File: src/rtl/digit_serial_adder.sv
// digit_serial_adder: multi-cycle adder/subtractor handling DIGIT bits per
// clock, LSB digit first, with a carry register between digits.
module digit_serial_adder #(
  parameter int unsigned WIDTH = 8,
  parameter int unsigned DIGIT = 2
) (
  input  logic             clk,
  input  logic             rst_n,
  input  logic             start,
  input  logic             sub,
  input  logic [WIDTH-1:0] a,
  input  logic [WIDTH-1:0] b,
  input  logic             cin,
  output logic             busy,
  output logic             done,
  output logic [WIDTH-1:0] sum,
  output logic             cout,
  output logic             ovf
);

  localparam int unsigned N  = WIDTH / DIGIT;
  localparam int unsigned CW = (N > 1) ? $clog2(N) : 1;
  localparam int unsigned DW = DIGIT + 1;

  typedef enum logic [1:0] {
    S_IDLE = 2'd0,
    S_RUN  = 2'd1,
    S_DONE = 2'd2
  } state_t;

  state_t           state, state_nxt;
  logic [WIDTH-1:0] op_a, op_b, res;
  logic             carry;
  logic [CW-1:0]    cnt;

  logic             accept_c;
  logic             last_c;
  logic [DIGIT-1:0] a_dig_c, b_dig_c;
  logic [DW-1:0]    dig_sum_c;
  logic             msb_cin_c;
  logic [WIDTH-1:0] res_nxt_c;

  // Digit slice arithmetic: one DIGIT-wide ripple stage fed by the carry register.
  always_comb begin
    accept_c  = start && (state != S_RUN);
    last_c    = (cnt == CW'(N - 1));
    a_dig_c   = op_a[DIGIT-1:0];
    b_dig_c   = op_b[DIGIT-1:0];
    dig_sum_c = DW'(a_dig_c) + DW'(b_dig_c) + DW'(carry);
    // carry into the top bit of this digit; only meaningful on the top digit
    msb_cin_c = a_dig_c[DIGIT-1] ^ b_dig_c[DIGIT-1] ^ dig_sum_c[DIGIT-1];
    // result fills from the top so that after N digits it is aligned
    res_nxt_c = (res >> DIGIT) | (WIDTH'(dig_sum_c[DIGIT-1:0]) << (WIDTH - DIGIT));
  end

  // State register.
  always_ff @(posedge clk or negedge rst_n) begin
    if (!rst_n) state <= S_IDLE;
    else        state <= state_nxt;
  end

  // Next-state logic.
  always_comb begin
    state_nxt = state;
    case (state)
      S_IDLE:  if (start) state_nxt = S_RUN;
      S_RUN:   if (last_c) state_nxt = S_DONE;
      S_DONE:  state_nxt = start ? S_RUN : S_IDLE;
      default: state_nxt = S_IDLE;
    endcase
  end

  // Registered handshake flags, decoded from the upcoming state.
  always_ff @(posedge clk or negedge rst_n) begin
    if (!rst_n) begin
      busy <= 1'b0;
      done <= 1'b0;
    end else begin
      busy <= (state_nxt == S_RUN);
      done <= (state_nxt == S_DONE);
    end
  end

  // Operand shift registers, carry, digit counter and result outputs.
  always_ff @(posedge clk or negedge rst_n) begin
    if (!rst_n) begin
      op_a  <= '0;
      op_b  <= '0;
      res   <= '0;
      carry <= 1'b0;
      cnt   <= '0;
      sum   <= '0;
      cout  <= 1'b0;
      ovf   <= 1'b0;
    end else if (accept_c) begin
      op_a  <= a;
      op_b  <= b ^ {WIDTH{sub}};
      carry <= cin ^ sub;
      cnt   <= '0;
      res   <= '0;
    end else if (state == S_RUN) begin
      op_a  <= op_a >> DIGIT;
      op_b  <= op_b >> DIGIT;
      carry <= dig_sum_c[DIGIT];
      res   <= res_nxt_c;
      cnt   <= cnt + CW'(1);
      if (last_c) begin
        sum  <= res_nxt_c;
        cout <= dig_sum_c[DIGIT];
        ovf  <= msb_cin_c ^ dig_sum_c[DIGIT];
      end
    end
  end

endmodule

File: config.mk
export PLATFORM = sky130hd
export DESIGN_NAME = digit_serial_adder
export DESIGN_NICKNAME = d
export VERILOG_FILES = /design/src/rtl/digit_serial_adder.sv
export SDC_FILE = /design/constraint.sdc
export NUM_CORES = 1
export LEC_CHECK = 0
export ABC_AREA = 1
export BUFFER_PORTS_ARGS = -buffer_cell sky130_fd_sc_hd__buf_2
export CAP_MARGIN = 30
export CORE_ASPECT_RATIO = 1.5
export CORE_MARGIN = 2
export CORE_UTILIZATION = 31
export DETAILED_ROUTE_END_ITERATION = 8
export SLEW_MARGIN = 20
export SYNTH_ARGS = -nofsm -noshare
export SYNTH_HDL_FRONTEND = slang
export SYNTH_SLANG_ARGS = --single-unit
File: constraint.sdc
create_clock -name clk -period 4.1 [get_ports clk]
set_input_delay 0.41 -clock clk [delete_from_list [all_inputs] [get_ports clk]]
set_output_delay 0.41 -clock clk [all_outputs]
set_load 0.02 [all_outputs]
==> results.ini, run 1 <==
[floorplanning]
num_rows = 33
die-width_um = 65.68
io_pins = 33
initial_core_util_pct = 32.22
die-area_um2 = 6340
die_y_um = 96.53
core_area_um2 = 5492

[critical_path]
start_kind = flip-flop
rr_worst_depth = 8
reg2reg_from = op_a[0]
end_kind = flip-flop
rr_endpoint = ovf
slowest_stage = fa_1
max_stage_delay_ps = 470
r2r_setup_slack_ps = 2310
path_class = flip-flop to flip-flop
crit_chain = fa_1, inv_1, fa_1, inv_1, nand2_1, nand3_1, nand3_1, nand2_1
worst_ep_required_time_ps = 4340
crit_arrival_ps = 2020
crit_path_max_fanout = 5

[logic_synthesis]
synth-seq-cells = 39
avgSynthCellArea_um2 = 9.512
syn-instance-count = 186
ys.warnings.count = 0
ys_seq_area_share_pct = 55.16
synth-edff-count = 0
synth_top_cell_by_area = dfrtp_1
synth.top_cells.by_count = 65 x nand2_1, 39 x dfrtp_1, 16 x inv_1, 15 x nand3_1, 9 x o21ai_1
mappedNetlistArea_um2 = 1769
yosys.cell_types.count = 23
synth.most_common_cell = nand2_1
synthArstFlopShare_pct = 100.0
synth_top_area_share_pct = 55.16
synth_flop_cell = dfrtp_1
syn-num-nets = 211
ys_top_cells_by_area = dfrtp_1 55%, nand2_1 14%, nand3_1 4.2%

[grt]
grt_pass1_wl_um = 5699
grt_max_degree = 40
grt_antenna_before_repair = 0
track_usage_pct = 12.04
grt-ovfl-total = 0
grt_pass1_vias = 1264

[clocking]
cts.sinks = 39
root_buffer = clkbuf_8
cts_tree = yes
h-tree-depth = 2
numCtsBuffers = 5
max-clock-path-buffers = 2
path_clk_slew_ps = 80
clk_latency_ps = 290

[min_path]
hp-start = a[7]
whs_path_depth = 3
holdPathEnd = op_a[7]
hold_class = input pin to flip-flop

[power_and_ir_drop]
powerDensity_nw_per_um2 = 772.7
leakage_nw = 1.086
finalPower_mw = 1.633
peakVddDrop_uv = 205.0

[place]
io_buffer_count = 32
dp.cells = 282
hpwl_um = 2299
place_area_um2 = 1951
gp_congestion = 0.7238

[sta]
setup_viol = 0
clock.fmax_ghz = 0.5599
tns_ps = 0
period_share_pct = 43.56
skew_ps = 9.557
hold_violations = 0
fin_crit_ps = 1786
worst_pin_slew_ps = 354.1
grt_setup_unrepaired = no
max_slew_margin_pct = 76.34
slew_viol_final = 0

[final_layout]
diodes = 0
finalNetCount = 246
final-seq-area_um2 = 975.9
drive_gt1_share_pct = 22.52
finalInstanceArea_um2 = 2113
syn_to_final_growth_pct = 19.45
multiInputGateArea_um2 = 646.9
nFillCells = 571
final_cells = 292
fin_util_pct = 38.48

[detailed_routing]
first_pass_iters = 4
wirelength_um = 3269
vias_per_cell = 4.418
post-route-drc-count = 0
drtAntennaViolNets = 0
dr_total_vias = 1290
drt_iter0_markers = 100
wl_per_cell_um = 11.20

[run]
drv_cap = 0

[outcome]
status = finished clean

-- worst max-delay path, delay by kind of cell, from the launching register on --
kind	cells	cell delay [ps]
buf+inv	2	170
fa+ha+maj	2	880
flops	1	410
simple gates	4	270
-- registers in the layout, indices dropped and copies added (netlist names) --
name,cells
busy,1
carry,1
cnt,2
cout,1
done,1
op_a,8
op_b,8
ovf,1
res,6
state,2
sum,8
-- layout by cell type, fill, tap and decap left out --
cell           count
nand2_1           65
dfrtp_1           39
buf_2             32
inv_1             16
nand3_1           15
o21ai_1            9
o22ai_1            8
xor2_1             7
clkbuf_8           5
nand2_4            3
inv_2              2
nor2_4             2
nor2_1             2
inv_4              2
xnor2_1            2
o21ai_0            2
fa_1               2
ha_1               2
bufinv_16          2
nand3_2            1
a21oi_1            1
clkbuf_1           1
dlygate4sd3_1      1
buf_12             1
-- what timing repair did --
action / 4_1_cts / 5_1_grt
gates resized for setup: 0 / 0
hold buffers: 0 / 1
hold endpoints to repair: 0 / 7
buffers inserted: 0 / 0
-- logic make-up after synthesis --
group / count (synthesis) / synth area share [%]
and+or+nand+nor: 88 / 22.21
buffers and inverters: 26 / 8.274
xor gates and xnor gates: 9 / 4.456
adders and majority gates: 4 / 3.677
AOI/OAI and AO/OA: 20 / 6.223
DFF: 39 / 55.16
-- metal layers --
layer	up-vias	wire [µm]	GRT usage (%)
met3	7	185	3.824
met2	31	1635	20.29
met1	600	1369	13.49
met5	-	0	0
li1	652	-	-
met4	0	78	6.250
-- worst max-delay path by stage --
stage | startpoint | end | depth (start not counted)
detailed placement | op_a[0] | ovf | 8
finish | op_a[0] | ovf | 8
CTS | op_a[0] | ovf | 8
global placement | op_a[0] | ovf | 7
global route | op_a[0] | ovf | 8
floorplan | op_a[0] | ovf | 7
-- final cells by class --
| cell class | count | area share [%] |
|---|---|---|
| clock buffers | 6 | 3.434 |
| multi-input cells | 121 | 30.61 |
| inverters | 20 | 3.789 |
| flip-flops and latches | 39 | 46.18 |
| well taps | 70 | 4.144 |
| clock inverters | 2 | 2.842 |
| repair buffers | 34 | 8.999 |
-- report_power, final --
group	switching, mW	internal, mW	leakage [nW]
registers	0.0832	0.546	0.502
clock network	0.135	0.243	0.0654
logic	0.401	0.225	0.519
total	0.619	1.01	1.09
-- metrics by stage --
stage	hold WS (ps)	setup WS (ps)
final	314.4	2314
after global routing	323.2	2218
after CTS	250.0	2300
after detailed placement	463.0	2321
after global placement	457.1	2361
after floorplan	114.4	2418
No activity file was read; power rests on OpenSTA's default activity.
==> run 2, diff against run 1 <==
Clock period 4.1 ns to 1.8 ns, I/O delays scaled along.
==> run 2 against run 1 <==
Against the previous run:
- non-clock buffer count rose by 2
- highest routed layer unchanged
- hold slack got worse by 210 ps
- total power increased by 120%
- maximum frequency up 4.5%
- clock-buffer cell count grew 1
==> results.ini, run 2 (synthesis results as in run 1) <==
[detailed_routing]
post-route-drc-count = 0  ; unchanged
drtAntennaViolNets = 0  ; unchanged
wirelength_um = 3340  ; was 3269 µm
vias_per_cell = 4.463  ; was 4.418
dr_total_vias = 1312  ; was 1290
drt_iter0_markers = 94  ; was 100
first_pass_iters = 4  ; unchanged
wl_per_cell_um = 11.36  ; was 11.20 µm

[final_layout]
finalNetCount = 248  ; was 246
final_common_cell = nand2_1  ; unchanged
diodes = 0  ; unchanged
layout.cells.most_common_list = 65 x nand2_1, 39 x dfrtp_1, 32 x buf_2, 15 x nand3_1, 14 x inv_1  ; was 65 x nand2_1, 39 x dfrtp_1, 32 x buf_2, 16 x inv_1, 15 x nand3_1
drive_gt1_share_pct = 24.55  ; was 22.52%
syn_to_final_growth_pct = 16.97  ; was 19.45%
top_regs = op_a x8, op_b x8, sum x8  ; unchanged

[floorplanning]
die-area_um2 = 6340  ; unchanged
die_y_um = 96.53  ; unchanged
die-width_um = 65.68  ; unchanged
io_pins = 33  ; unchanged
core_area_um2 = 5492  ; unchanged
initial_core_util_pct = 32.22  ; unchanged
num_rows = 33  ; unchanged

[power_and_ir_drop]
switching_share_pct = 40.60  ; was 37.93%
powerDensity_nw_per_um2 = 1698  ; was 772.7 nW/µm²
clockPowerShare_pct = 15.9  ; was 23.2%
switchingPower_mw = 1.427  ; was 619.5 µW
leakage_nw = 1.066  ; was 1.086 nW
finalPower_mw = 3.514  ; was 1.633 mW
p_comb_share_pct = 43.3  ; was 38.3%
internal_power_mw = 2.087  ; was 1.014 mW
peakVddDrop_uv = 488.5  ; was 205.0 µV
p_seq_share_pct = 40.9  ; was 38.5%

[min_path]
hold_class = input pin to flip-flop  ; unchanged

[sta]
worst_pin_slew_ps = 492.8  ; was 354.1 ps
whs_ps = 106.7  ; was 314.4 ps
clock.fmax_ghz = 0.5849  ; was 0.5599 GHz
period_share_pct = 94.98  ; was 43.56%
hold_violations = 0  ; unchanged
slew_viol_final = 0  ; unchanged
fin_crit_ps = 1710  ; was 1786 ps
tns_ps = 0  ; unchanged
skew_ps = 3.250  ; was 9.557 ps
setup_viol = 0  ; unchanged
grt_setup_unrepaired = no  ; unchanged
max_slew_margin_pct = 67.15  ; was 76.34%

[clocking]
root_buffer = clkbuf_8  ; unchanged
numCtsBuffers = 5  ; unchanged
h-tree-depth = 2  ; unchanged
max-clock-path-buffers = 2  ; unchanged
path_clk_slew_ps = 70  ; was 80 ps
cts_tree = yes  ; unchanged
clk_latency_ps = 280  ; was 290 ps
cts.sinks = 39  ; unchanged

[critical_path]
crit_arrival_ps = 1890  ; was 2020 ps
start_kind = flip-flop  ; unchanged
end_kind = flip-flop  ; unchanged
worst_ep_required_time_ps = 1980  ; was 4340 ps
crit_path_max_fanout = 5  ; unchanged
path_class = flip-flop to flip-flop  ; unchanged

[grt]
grt_max_degree = 40  ; unchanged
grt_pass1_vias = 1321  ; was 1264
track_usage_pct = 11.91  ; was 12.04%
grt_pass1_wl_um = 5761  ; was 5699 µm
grt_antenna_before_repair = 0  ; unchanged
grt-ovfl-total = 0  ; unchanged

[place]
io_buffer_count = 32  ; unchanged
gp_congestion = 0.7210  ; was 0.7238
hpwl_um = 2372  ; was 2299 µm

[run]
drv_cap = 0  ; unchanged

[outcome]
status = finished clean  ; unchanged

[run 2: final cells by class]
cell class                      instances  area, µm²
Fill cell                             574       3422
Timing Repair Buffer                   36      192.7
Tap cell                               70      87.58
Multi-Input combinational cell        121      651.9
Sequential cell                        39      975.9
Clock buffer                            7      76.32
Inverter                               20      80.08
Clock inverter                          1      5.005
[run 2: power groups by stage]
| stage | logic [mW] | clock network, mW | registers [mW] |
|---|---|---|---|
| after floorplan | 1.05 | 0 | 1.56 |
| after global placement | 1.42 | 0 | 1.44 |
| after detailed placement | 1.46 | 0 | 1.46 |
| after CTS | 1.47 | 0.581 | 1.44 |
| after global routing | 1.73 | 0.618 | 1.48 |
| final | 1.52 | 0.557 | 1.44 |
[run 2: worst paths after layout]
path | slack (ps) | depth (start not counted) | startpoint | endpoint
worst max-delay path | 90 | 7 | op_a[0] | ovf
worst min-delay path | 110 | 3 | a[7] | op_a[7]
worst max register to register | 90 | 7 | op_a[0] | ovf
worst min register to register | 480 | 2 | op_a[7] | op_a[7]
max in group asynchronous | 980 | 3 | rst_n | cnt[0]
min in group asynchronous | 470 | 3 | rst_n | busy
[run 2: worst max-delay path, cell delays in order, from the launching register on]
cell	delay (ps)
dfrtp_1	410
fa_2	390
inv_2	70
fa_2	460
nand2_1	80
nand3_1	70
nand3_1	80
nand2_1	50
[run 2: routing by layer]
metal	global-route usage [%]	routed length, µm	vias to the layer above
met4	5.208	49	0
li1	-	-	655
met1	13.41	1424	627
met5	0	0	-
met3	3.244	128	4
met2	20.88	1738	26
[run 2: stage by stage]
step / instances / cell area (µm²) / util (%) / setup slack (ps)
after floorplan: 186 / 1769 / - / 118.5
after global placement: 283 / 1958 / 35.66 / 61.51
after detailed placement: 283 / 1958 / 35.66 / 23.47
after CTS: 292 / 2049 / 37.32 / 4.428
after global routing: 294 / 2069 / 37.69 / 5.380
final: 294 / 2069 / 37.69 / 90.35
[run 2: what timing repair did]
action / 4_1_cts / 5_1_grt
setup endpoints to repair: 0 / 1
hold buffers: 1 / 0
endpoints found under the hold margin: 39 / 0
buffers inserted: 0 / 2
resized for setup: 0 / 4
